===== config.mk =====
export PLATFORM = sky130hd
export DESIGN_NAME = gpc_pipe_accum_flat
export DESIGN_NICKNAME = d
export VERILOG_FILES = /design/src/rtl/gpc_pipe_accum_if.sv /design/src/rtl/gpc_pipe_accum.sv /design/src/flat_wrapper.sv
export SDC_FILE = /design/constraint.sdc
export NUM_CORES = 1
export LEC_CHECK = 0
export CAP_MARGIN = 10
export CORE_MARGIN = 2
export CORE_UTILIZATION = 62
export CTS_BUF_LIST = sky130_fd_sc_hd__clkbuf_8
export DETAILED_ROUTE_END_ITERATION = 10
export PLACE_DENSITY = 0.9
export SLEW_MARGIN = 0
export SYNTH_ARGS = -nofsm -noshare
export SYNTH_HDL_FRONTEND = slang
export SYNTH_SLANG_ARGS = --single-unit

===== constraint.sdc =====
create_clock -name clk -period 6.53 [get_ports clk]
set_clock_uncertainty 0.2 [all_clocks]
set_input_delay 1.959 -clock clk [delete_from_list [all_inputs] [get_ports clk]]
set_output_delay 1.959 -clock clk [all_outputs]
set_load 0.1 [all_outputs]

===== src/rtl/gpc_pipe_accum_if.sv =====
// Handshake and data bundle for the gpc_pipe_accum streaming counter.
// The master drives beats and consumes results; the slave is the counter itself.
interface gpc_pipe_accum_if #(
   parameter int NCOL   = 4,
   parameter int HEIGHT = 5,
   parameter int ACCW   = 16
);
   logic                   in_valid;
   logic                   in_ready;
   logic [NCOL*HEIGHT-1:0] src;
   logic                   mode;
   logic                   acc_clr;
   logic                   out_valid;
   logic                   out_ready;
   logic [ACCW-1:0]        dst;
   logic                   ovf;

   modport master (
      output in_valid, src, mode, acc_clr, out_ready,
      input  in_ready, out_valid, dst, ovf
   );

   modport slave (
      input  in_valid, src, mode, acc_clr, out_ready,
      output in_ready, out_valid, dst, ovf
   );
endinterface


===== src/rtl/gpc_pipe_accum.sv =====
// Three-stage pipelined generalised parallel counter with valid/ready handshake
// and an optional wrapping accumulator with a sticky overflow flag.
module gpc_pipe_accum #(
   parameter int NCOL   = 4,
   parameter int HEIGHT = 5,
   parameter int ACCW   = 16
) (
   input logic             clk,
   input logic             rst_n,
   gpc_pipe_accum_if.slave bus
);
   localparam int SUMW = $clog2(HEIGHT * ((1 << NCOL) - 1) + 1);
   localparam int PCW  = $clog2(HEIGHT + 1);

   if (ACCW < SUMW) begin : g_accw_chk
      $error("gpc_pipe_accum: ACCW (%0d) must be >= SUMW (%0d)", ACCW, SUMW);
   end

   function automatic logic [PCW-1:0] popcnt(input logic [HEIGHT-1:0] v);
      logic [PCW-1:0] n;
      n = {PCW{1'b0}};
      for (int i = 0; i < HEIGHT; i++) begin
         n = n + PCW'(v[i]);
      end
      return n;
   endfunction

   logic                r_live;
   logic                r_s1_vld;
   logic                r_s1_mode;
   logic [PCW-1:0]      r_s1_pc [NCOL];
   logic                r_s2_vld;
   logic                r_s2_mode;
   logic [SUMW-1:0]     r_s2_sum;
   logic                r_out_vld;
   logic [ACCW-1:0]     r_dst;
   logic [ACCW-1:0]     r_acc;
   logic                r_ovf;

   logic                w_en;
   logic [PCW-1:0]      w_pc [NCOL];
   logic [SUMW-1:0]     w_wsum;
   logic [ACCW-1:0]     w_sum_ext;
   logic [ACCW-1:0]     w_acc_base;
   logic                w_ovf_base;
   logic [ACCW:0]       w_add;

   // r_live holds in_ready low until the first edge after reset release.
   assign w_en          = r_live & (~r_out_vld | bus.out_ready);
   assign bus.in_ready  = w_en;
   assign bus.out_valid = r_out_vld;
   assign bus.dst       = r_dst;
   assign bus.ovf       = r_ovf;

   // Per-column popcounts of the incoming beat.
   always_comb begin
      for (int c = 0; c < NCOL; c++) begin
         w_pc[c] = popcnt(bus.src[c*HEIGHT +: HEIGHT]);
      end
   end

   // Weighted sum of registered popcounts plus clear-then-add accumulator path.
   always_comb begin
      w_wsum = {SUMW{1'b0}};
      for (int c = 0; c < NCOL; c++) begin
         w_wsum = w_wsum + (SUMW'(r_s1_pc[c]) << c);
      end
      w_sum_ext = ACCW'(r_s2_sum);
      if (bus.acc_clr) begin
         w_acc_base = {ACCW{1'b0}};
         w_ovf_base = 1'b0;
      end else begin
         w_acc_base = r_acc;
         w_ovf_base = r_ovf;
      end
      w_add = {1'b0, w_acc_base} + {1'b0, w_sum_ext};
   end

   // Stages 1 and 2: popcount and weighted-sum registers, frozen when en is low.
   always_ff @(posedge clk or negedge rst_n) begin
      if (!rst_n) begin
         r_live    <= 1'b0;
         r_s1_vld  <= 1'b0;
         r_s1_mode <= 1'b0;
         for (int c = 0; c < NCOL; c++) begin
            r_s1_pc[c] <= {PCW{1'b0}};
         end
         r_s2_vld  <= 1'b0;
         r_s2_mode <= 1'b0;
         r_s2_sum  <= {SUMW{1'b0}};
      end else begin
         r_live <= 1'b1;
         if (w_en) begin
            r_s1_vld  <= bus.in_valid;
            r_s1_mode <= bus.mode;
            for (int c = 0; c < NCOL; c++) begin
               r_s1_pc[c] <= w_pc[c];
            end
            r_s2_vld  <= r_s1_vld;
            r_s2_mode <= r_s1_mode;
            r_s2_sum  <= w_wsum;
         end
      end
   end

   // Stage 3: commit to dst, update accumulator and sticky overflow.
   always_ff @(posedge clk or negedge rst_n) begin
      if (!rst_n) begin
         r_out_vld <= 1'b0;
         r_dst     <= {ACCW{1'b0}};
         r_acc     <= {ACCW{1'b0}};
         r_ovf     <= 1'b0;
      end else if (w_en && r_s2_vld) begin
         r_out_vld <= 1'b1;
         if (r_s2_mode) begin
            r_acc <= w_add[ACCW-1:0];
            r_dst <= w_add[ACCW-1:0];
            r_ovf <= w_ovf_base | w_add[ACCW];
         end else begin
            r_dst <= w_sum_ext;
            r_acc <= w_acc_base;
            r_ovf <= w_ovf_base;
         end
      end else begin
         if (w_en) begin
            r_out_vld <= 1'b0;
         end
         r_acc <= w_acc_base;
         r_ovf <= w_ovf_base;
      end
   end
endmodule


===== src/flat_wrapper.sv =====
// flat-port wrapper written by rule: the top's interface ports become plain ports
module gpc_pipe_accum_flat 
#(
   parameter int NCOL   = 4,
   parameter int HEIGHT = 5,
   parameter int ACCW   = 16
)
  (clk, rst_n, bus_in_valid, bus_src, bus_mode, bus_acc_clr, bus_out_ready, bus_in_ready, bus_out_valid, bus_dst, bus_ovf);
  gpc_pipe_accum_if #(.NCOL(NCOL), .HEIGHT(HEIGHT), .ACCW(ACCW)) bus_i ();
  input logic clk;
  input logic rst_n;
  input wire logic [$bits(bus_i.in_valid)-1:0] bus_in_valid;
  input wire logic [$bits(bus_i.src)-1:0] bus_src;
  input wire logic [$bits(bus_i.mode)-1:0] bus_mode;
  input wire logic [$bits(bus_i.acc_clr)-1:0] bus_acc_clr;
  input wire logic [$bits(bus_i.out_ready)-1:0] bus_out_ready;
  output wire logic [$bits(bus_i.in_ready)-1:0] bus_in_ready;
  output wire logic [$bits(bus_i.out_valid)-1:0] bus_out_valid;
  output wire logic [$bits(bus_i.dst)-1:0] bus_dst;
  output wire logic [$bits(bus_i.ovf)-1:0] bus_ovf;
  assign bus_i.in_valid = bus_in_valid;
  assign bus_i.src = bus_src;
  assign bus_i.mode = bus_mode;
  assign bus_i.acc_clr = bus_acc_clr;
  assign bus_i.out_ready = bus_out_ready;
  assign bus_in_ready = bus_i.in_ready;
  assign bus_out_valid = bus_i.out_valid;
  assign bus_dst = bus_i.dst;
  assign bus_ovf = bus_i.ovf;
  gpc_pipe_accum #(.NCOL(NCOL), .HEIGHT(HEIGHT), .ACCW(ACCW)) u_core (.clk(clk), .rst_n(rst_n), .bus(bus_i));
endmodule

* Yosys cells after proc, flatten, opt, wreduce, memory -nomap -nowiden
Cells that the tools add are included.
** Operators by class
- Bitwise operators :: 4
- Mux-type cells :: 9
- Reduce and logical (&&, ||, !) cells :: 2
- Add/subtract/negate cells :: 20
** Operators with widths (number)
- $mux W16 :: 4
- $add A3 B1 Y3 :: 12
- $add A16 B7 Y17 :: 1
- $add A1 B1 Y2 :: 4
- $add A7 B5 Y7 :: 1
- $add A7 B6 Y7 :: 1
- $add A3 B4 Y5 :: 1
- $mux W1 :: 5
- $or A1 B1 Y1 :: 2
- $reduce_bool A2 Y1 :: 1
- $and A1 B1 Y1 :: 1
- $logic_and A1 B1 Y1 :: 1
- $not A1 Y1 :: 1
** Word-level totals
- Logic and storage cells :: 49
- Output and inout port bits :: 19
- Input bits :: 26
- Flip-flop bits (word level) :: 58

* Depth between registers and ports, before layout
Gate-level depths: netlist of the first run.
- Word-level depth :: 5
- Gate-level depth with buffers :: 10
- Depth with buffers taken out :: 10

* Worst setup path after synthesis of the first run
Ideal clock, no wire load.
- Path kind :: input-to-output
- From :: input port bus_out_ready
- To :: output port bus_in_ready
- Path slack :: 1.019 ns
- Cell stages on the path :: 4
- Buffers on the path :: 1
- Arrival time :: 3.352 ns
- Required time :: 4.371 ns
- Cell sequence :: nand2b_1 nand2_1 clkinv_1 clkbuf_1
** Between the ends
- Longest elaborated chain between the ends :: 2
** RTL lines
- start: declaration :: line flat_wrapper.sv:16 : input wire logic [$bits(bus_i.out_ready)-1:0] bus_out_ready;
- $or A1 B1 Y1 :: line gpc_pipe_accum.sv:49 : assign w_en = r_live & (~r_out_vld | bus.out_ready);
- $and A1 B1 Y1 :: line gpc_pipe_accum.sv:49
- end: declaration :: line flat_wrapper.sv:17 : output wire logic [$bits(bus_i.in_ready)-1:0] bus_in_ready;
Every way passes these cells.

* Worst setup path in the final report of the first run
Ends and elaborated chain as after synthesis.

==> results.yml, run 1 <==
cts:
  cts_tree: "yes"
  cts_made_buffers: 9
  cts_resized: 0
  ctsHoldBuffers: 0
  ctsLongestPathBuffers: 2
  cts_root_buf: "clkbuf_8"
  cts.sinks: 58
  cts.reportedPaths.clkPinSlew_ns: 0.06
  clk_latency_ns: 0.34
  cts_setup_buffers: 0
  cts_max_level: 3
worst_setup_path:
  cp.required_ns: 4.37
  slowest_stage: "clkdlybuf4s50_1"
  start_kind: "input pin"
  worstSetupPathType: "input pin to primary output"
  end_kind: "primary output"
  path_buf_inv: 3
  r2r_start: "u_core.r_s1_pc[10]"
  rrSetupSlack_ns: 3.65
  rr_worst_depth: 10
  crit_fanout: 2
  cpPeakStageDelay_ns: 0.40
  crit_chain: "clkdlybuf4s50_1, nand2b_1, nand2_1, clkinv_1, buf_12"
  crit_family: "buffers and inverters"
  critPathArrivalTime_ns: 2.92
  reg2reg_to: "u_core.r_s2_sum[5]"
place:
  dp_hpwl_um: 4770
  portBuffers: 44
  gp_congestion: 0.814
hold_path:
  hold_depth: 2
  min-delay-start: "u_core.r_s1_vld"
  hold_path.class: "register to register"
  hold_path_end: "u_core.r_s2_vld"
floorplan:
  initial_core_util: 0.652
  core_area_um2: 5170
  die_x_um: 77.7
  die_y_um: 77.7
  io_pins: 45
  fp-row-count: 26
  die-area_um2: 6040
timing:
  tns_ns: 0
  max_freq_mhz: 197
  min_period_over_period: 0.778
  worst_pin_slew_ns: 0.981
  min_period_ns: 5.08
  rsz0062_at_grt: "false"
  relSlewSlack: 0.344
  final_hold_viol_count: 0
  slew_viol_final: 0
  whs_ns: 0.278
  finalSetupViolCount: 0
yosys:
  synth_flop_cell: "dfrtp_1"
  syn_area_per_cell_um2: 9.66
  synth_top_family_by_area: "simple AND/OR/NAND/NOR gates"
  synth_xor_area_frac: 0.0494
  synth_seq_area_share: 0.431
  synth_edf_count: 0
  ys_warn_count: 0
  synthAdderAreaFrac: 0.155
  synth_compound_area_frac: 0.120
  async_reset_ff_frac: 1.00
  syn-num-nets: 409
  synthMuxAreaShare: 0.0126
  yosys.area_share.simple: 0.174
  synthCells: 349
  ys_ff_latch: 58
  ys_types: 44
  synth_area_um2: 3370
pwr:
  leakagePower_nw: 2.01
  peakVddDrop_mv: 0.300
  p_per_area_nw_per_um2: 328
routing:
  detail_route.iter0.violations: 101
  drt_wl_total_um: 6820
  dr.pass1.iters: 4
  drtAntennaViolNets: 0
  vias: 2606
  drcViolationCount: 0
  wl_met3_um: 288
  vias_per_cell: 5.53
  routed.top_layer: "met4"
  route.met2.wl_um: 3460
  post_drt_wl_per_cell_um: 14.5
  wl_met1_um: 2900
grt:
  grt_max_degree: 59
  grt_pass1_wl_um: 12000
  grt_pass1_vias: 2689
  antenna_found_initial: 0
  overflow: 0
  grt_usage: 0.254
cells_and_area:
  drive_above_1_share: 0.0773
  layout.nets: 456
  area_delta_synth_final_pct: 20.0
  antennaDiodeCount: 0
outcome:
  status: "completed"
run:
  max_cap_viol_count: 0
-- Yosys cell counts (all sizes together), types with 2 or more instances --
master	number	share of area
nand2	73	0.084
dfrtp	58	0.43
inv	39	0.043
ha	21	0.078
o21ai	21	0.031
nor2b	14	0.026
fa	13	0.077
xor2	10	0.026
a21oi	9	0.013
clkbuf	9	0.010
nor2	9	0.010
xnor2	9	0.023
nand3	8	0.013
a211oi	4	0.0089
a21bo	4	0.012
a21o	4	0.0089
nand4	4	0.0074
o211ai	4	0.013
o311ai	4	0.010
nand2b	3	0.0056
o31ai	3	0.0067
or4	3	0.0078
a32oi	2	0.0052
and3	2	0.0037
buf	2	0.0030
mux2	2	0.0067
mux2i	2	0.0059
nor4	2	0.0056
-- metrics by stage --
stage          setup slack (ns)  cells  total power [mW]  cell area (µm²)  utilization
6_report                   1.45    471              1.33             4050        0.782
5_1_grt                    1.35    471              1.41             4050        0.782
4_1_cts                    1.44    471              1.33             4050        0.782
3_5_place_dp               1.29    455              1.04             3880        0.751
3_3_place_gp               1.44    455              1.02             3880        0.751
2_1_floorplan              1.02    349             0.895             3370            -
-- kinds of logic (layout without fill, tap and decap cells) --
family	count (synthesis)	after routing
AND/OR/NAND/NOR	123	123
AO/OA/AOI/OAI	59	59
flip-flops	58	58
buffers and inverters	51	103
adder cells (fa/ha/maj)	34	34
XOR/XNOR	19	19
multiplexers	4	4
other	1	1
-- worst max-delay path by stage --
stage / start / endpoint / slack [ns] / cells after the start
6_report: bus_out_ready / bus_in_ready / 1.45 / 5
5_1_grt: bus_out_ready / bus_in_ready / 1.35 / 5
4_1_cts: bus_out_ready / bus_in_ready / 1.44 / 5
3_5_place_dp: bus_acc_clr / u_core.bus.dst[10] / 1.29 / 9
3_3_place_gp: bus_acc_clr / u_core.bus.dst[10] / 1.44 / 9
2_1_floorplan: bus_out_ready / bus_in_ready / 1.02 / 4
-- state kept, by name, summed over array words and instances (netlist names) --
register,cells
u_core.r_s2_vld,1
u_core.r_s1_pc,12
u_core.r_s2_mode,1
u_core.r_s1_vld,1
u_core.r_acc,16
u_core.r_s2_sum,7
u_core.bus.ovf,1
u_core.bus.dst,16
u_core.r_s1_mode,1
u_core.bus.out_valid,1
u_core.r_live,1
-- final cells by class --
class	count	area (µm²)
clock buffers	10	138
clock inverters	6	26.3
fillers	339	1130
inverters	40	150
multi-input cells	240	1730
flip-flops and latches	58	1450
well taps	70	87.6
repair buffers	47	468
-- worst min-delay path, cell delays in order, from the launching register on --
cell     delay (ns)
dfrtp_1        0.34
nand2_1        0.05
nand2_1        0.05
-- routing by layer --
metal,GRT usage,vias to the layer above
met5,0,-
met1,0.320,1272
met4,0.109,0
met3,0.0547,15
li1,-,1248
met2,0.424,71
-- layout by cell type (no fill, tap or decap), types with 9 or more instances in the layout --
cell and n:
a21oi_1 9, clkbuf_8 10, clkdlybuf4s50_1 42, dfrtp_1 58, fa_1 13, ha_1 21, inv_1 42, nand2_1 72
nor2_1 9, nor2b_1 14, o21ai_0 21, xnor2_1 9, xor2_1 10
-- report_power, final --
group | internal [mW] | total, mW | switching, mW
logic | 0.180 | 0.552 | 0.372
registers | 0.433 | 0.491 | 0.0575
clock network | 0.142 | 0.282 | 0.141
total | 0.755 | 1.33 | 0.570
(Power assumes the default switching activity.)
==> run 2: changes to the inputs <==
--- a/config.mk
+++ b/config.mk
@@ -7,10 +7,10 @@
 export LEC_CHECK = 0
 export CAP_MARGIN = 10
 export CORE_MARGIN = 2
-export CORE_UTILIZATION = 62
+export CORE_UTILIZATION = 57
 export CTS_BUF_LIST = sky130_fd_sc_hd__clkbuf_8
 export DETAILED_ROUTE_END_ITERATION = 10
-export PLACE_DENSITY = 0.9
+export PLACE_DENSITY = 0.84
 export SLEW_MARGIN = 0
 export SYNTH_ARGS = -nofsm -noshare
 export SYNTH_HDL_FRONTEND = slang
==> constraint.sdc (replaced) <==
create_clock -name clk -period 4.8 [get_ports clk]
set_clock_uncertainty 0.2 [all_clocks]
set_input_delay 1.44 -clock clk [delete_from_list [all_inputs] [get_ports clk]]
set_output_delay 1.44 -clock clk [all_outputs]
set_load 0.1 [all_outputs]
==> results.yml, run 2 (same netlist as run 1, synthesis figures left out) <==
outcome:
  status: "completed"
timing:
  slew_viol_final: 0
  min_period_over_period: 0.853
  finalSetupViolCount: 0
  min_period_ns: 4.10
  final_hold_viol_count: 0
  max_freq_mhz: 244
  tns_ns: 0
  rsz0062_at_grt: "false"
  whs_ns: 0.275
  worst_pin_slew_ns: 0.983
  relSlewSlack: 0.342
place:
  gp_congestion: 0.924
  dp_hpwl_um: 5090
  portBuffers: 44
  dpl_cell_area_um2: 3900
cts:
  cts.sinks: 58
  cts_setup_buffers: 0
  cts_made_buffers: 9
  cts_max_level: 3
  ctsLongestPathBuffers: 2
  cts_tree: "yes"
  cts_root_buf: "clkbuf_8"
  clk_latency_ns: 0.34
  ctsHoldBuffers: 0
  cts.reportedPaths.clkPinSlew_ns: 0.06
  cts_resized: 0
grt:
  overflow: 0
  grt_max_degree: 37
  grt_pass1_wl_um: 12000
  grt_pass1_vias: 2689
  antenna_found_initial: 0
  grt_usage: 0.245
floorplan:
  core_area_um2: 5820
  die-area_um2: 6540
  io_pins: 45
  die_y_um: 80.9
  die_x_um: 80.9
  initial_core_util: 0.580
  fp-row-count: 28
pwr:
  peakVddDrop_mv: 0.329
  p_sw_frac: 0.422
  power_frac_comb: 0.415
  leakagePower_nw: 2.02
  p_seq_frac: 0.363
  switching_power_mw: 0.776
  p_int_mw: 1.06
  p_per_area_nw_per_um2: 450
  clockPowerShare: 0.222
worst_setup_path:
  start_kind: "input pin"
  worstSetupPathType: "input pin to primary output"
  slowest_stage: "clkdlybuf4s50_1"
  critPathArrivalTime_ns: 2.46
  crit_fanout: 2
  cp.required_ns: 3.16
  end_kind: "primary output"
  cpPeakStageDelay_ns: 0.39
  crit_chain: "clkdlybuf4s50_1, nand2b_1, nand2_1, clkinv_1, buf_12"
cells_and_area:
  postLayoutCellArea_um2: 4080
  n_fill_cell: 456
  seqCellArea_um2: 1450
  layout.nets: 457
  drive_above_1_share: 0.0821
  multi_input_area_um2: 1730
  antennaDiodeCount: 0
  area_delta_synth_final_pct: 21.0
  layout_commonest_cell: "nand2_1"
  final_cell_mix: "72 x nand2_1, 58 x dfrtp_1, 42 x clkdlybuf4s50_1, 41 x inv_1"
  final_util: 0.701
routing:
  drt_wl_total_um: 6990
  vias: 2574
  drcViolationCount: 0
  drtAntennaViolNets: 0
  post_drt_wl_per_cell_um: 14.6
  dr.pass1.iters: 4
  vias_per_cell: 5.40
  detail_route.iter0.violations: 228
hold_path:
  hold_path.class: "register to register"
run:
  max_cap_viol_count: 0
==> run 2: cell count changes in the layout (fill, tap and decap cells not counted), sizes merged <==
cell,delta
inv,-1
buf,+1
clkbuf,+2
clkinv,-1
==> run 2: through the flow <==
stage | setup slack [ns] | cells | total power [mW]
3_5_place_dp | 0.686 | 461 | 1.43
5_1_grt | 0.638 | 477 | 1.95
2_1_floorplan | 0.327 | 349 | 1.22
3_3_place_gp | 0.702 | 461 | 1.39
4_1_cts | 0.693 | 477 | 1.85
6_report | 0.705 | 477 | 1.84
==> run 2: path summary, 6_finish.rpt <==
kind                              startpoint            endpoint  slack (ns)  depth (start not counted)
max in group asynchronous              rst_n  u_core.bus.dst[15]        2.63                          2
min in group asynchronous              rst_n     u_core.r_s1_vld        0.98                          1
hold / removal             u_core.bus.dst[1]   u_core.bus.dst[1]        0.28                          2
hold reg to reg            u_core.bus.dst[1]   u_core.bus.dst[1]        0.28                          2
setup / recovery               bus_out_ready        bus_in_ready        0.70                          5
setup reg to reg           u_core.r_s1_pc[6]  u_core.r_s2_sum[5]        1.96                         10
==> run 2: layer usage <==
metal	vias up	GRT usage	routed length, µm
met1	1244	0.296	3010
met4	0	0.105	161
met5	-	0	0
met3	15	0.0611	285
met2	62	0.416	3530
li1	1253	-	-
==> run 2: final cells by class <==
cell class / instances / area share
inverter: 40 / 0.0368
multi-input combinational: 240 / 0.423
clock buffer: 12 / 0.0405
tap: 75 / 0.0230
timing repair buffer: 48 / 0.117
sequential: 58 / 0.356
clock inverter: 4 / 0.00429
==> run 2: power by group through the flow <==
stage	combinational [mW]	clock, mW	sequential, mW
6_report	0.762	0.407	0.667
3_5_place_dp	0.757	0	0.673
4_1_cts	0.767	0.418	0.666
5_1_grt	0.841	0.433	0.679
2_1_floorplan	0.344	0	0.873
3_3_place_gp	0.725	0	0.669
==> run 2: worst max-delay path, delay by kind of cell <==
kind                   cells  cell delay (ns)
buffers and inverters      3             0.75
AND/OR/NAND/NOR            2             0.26
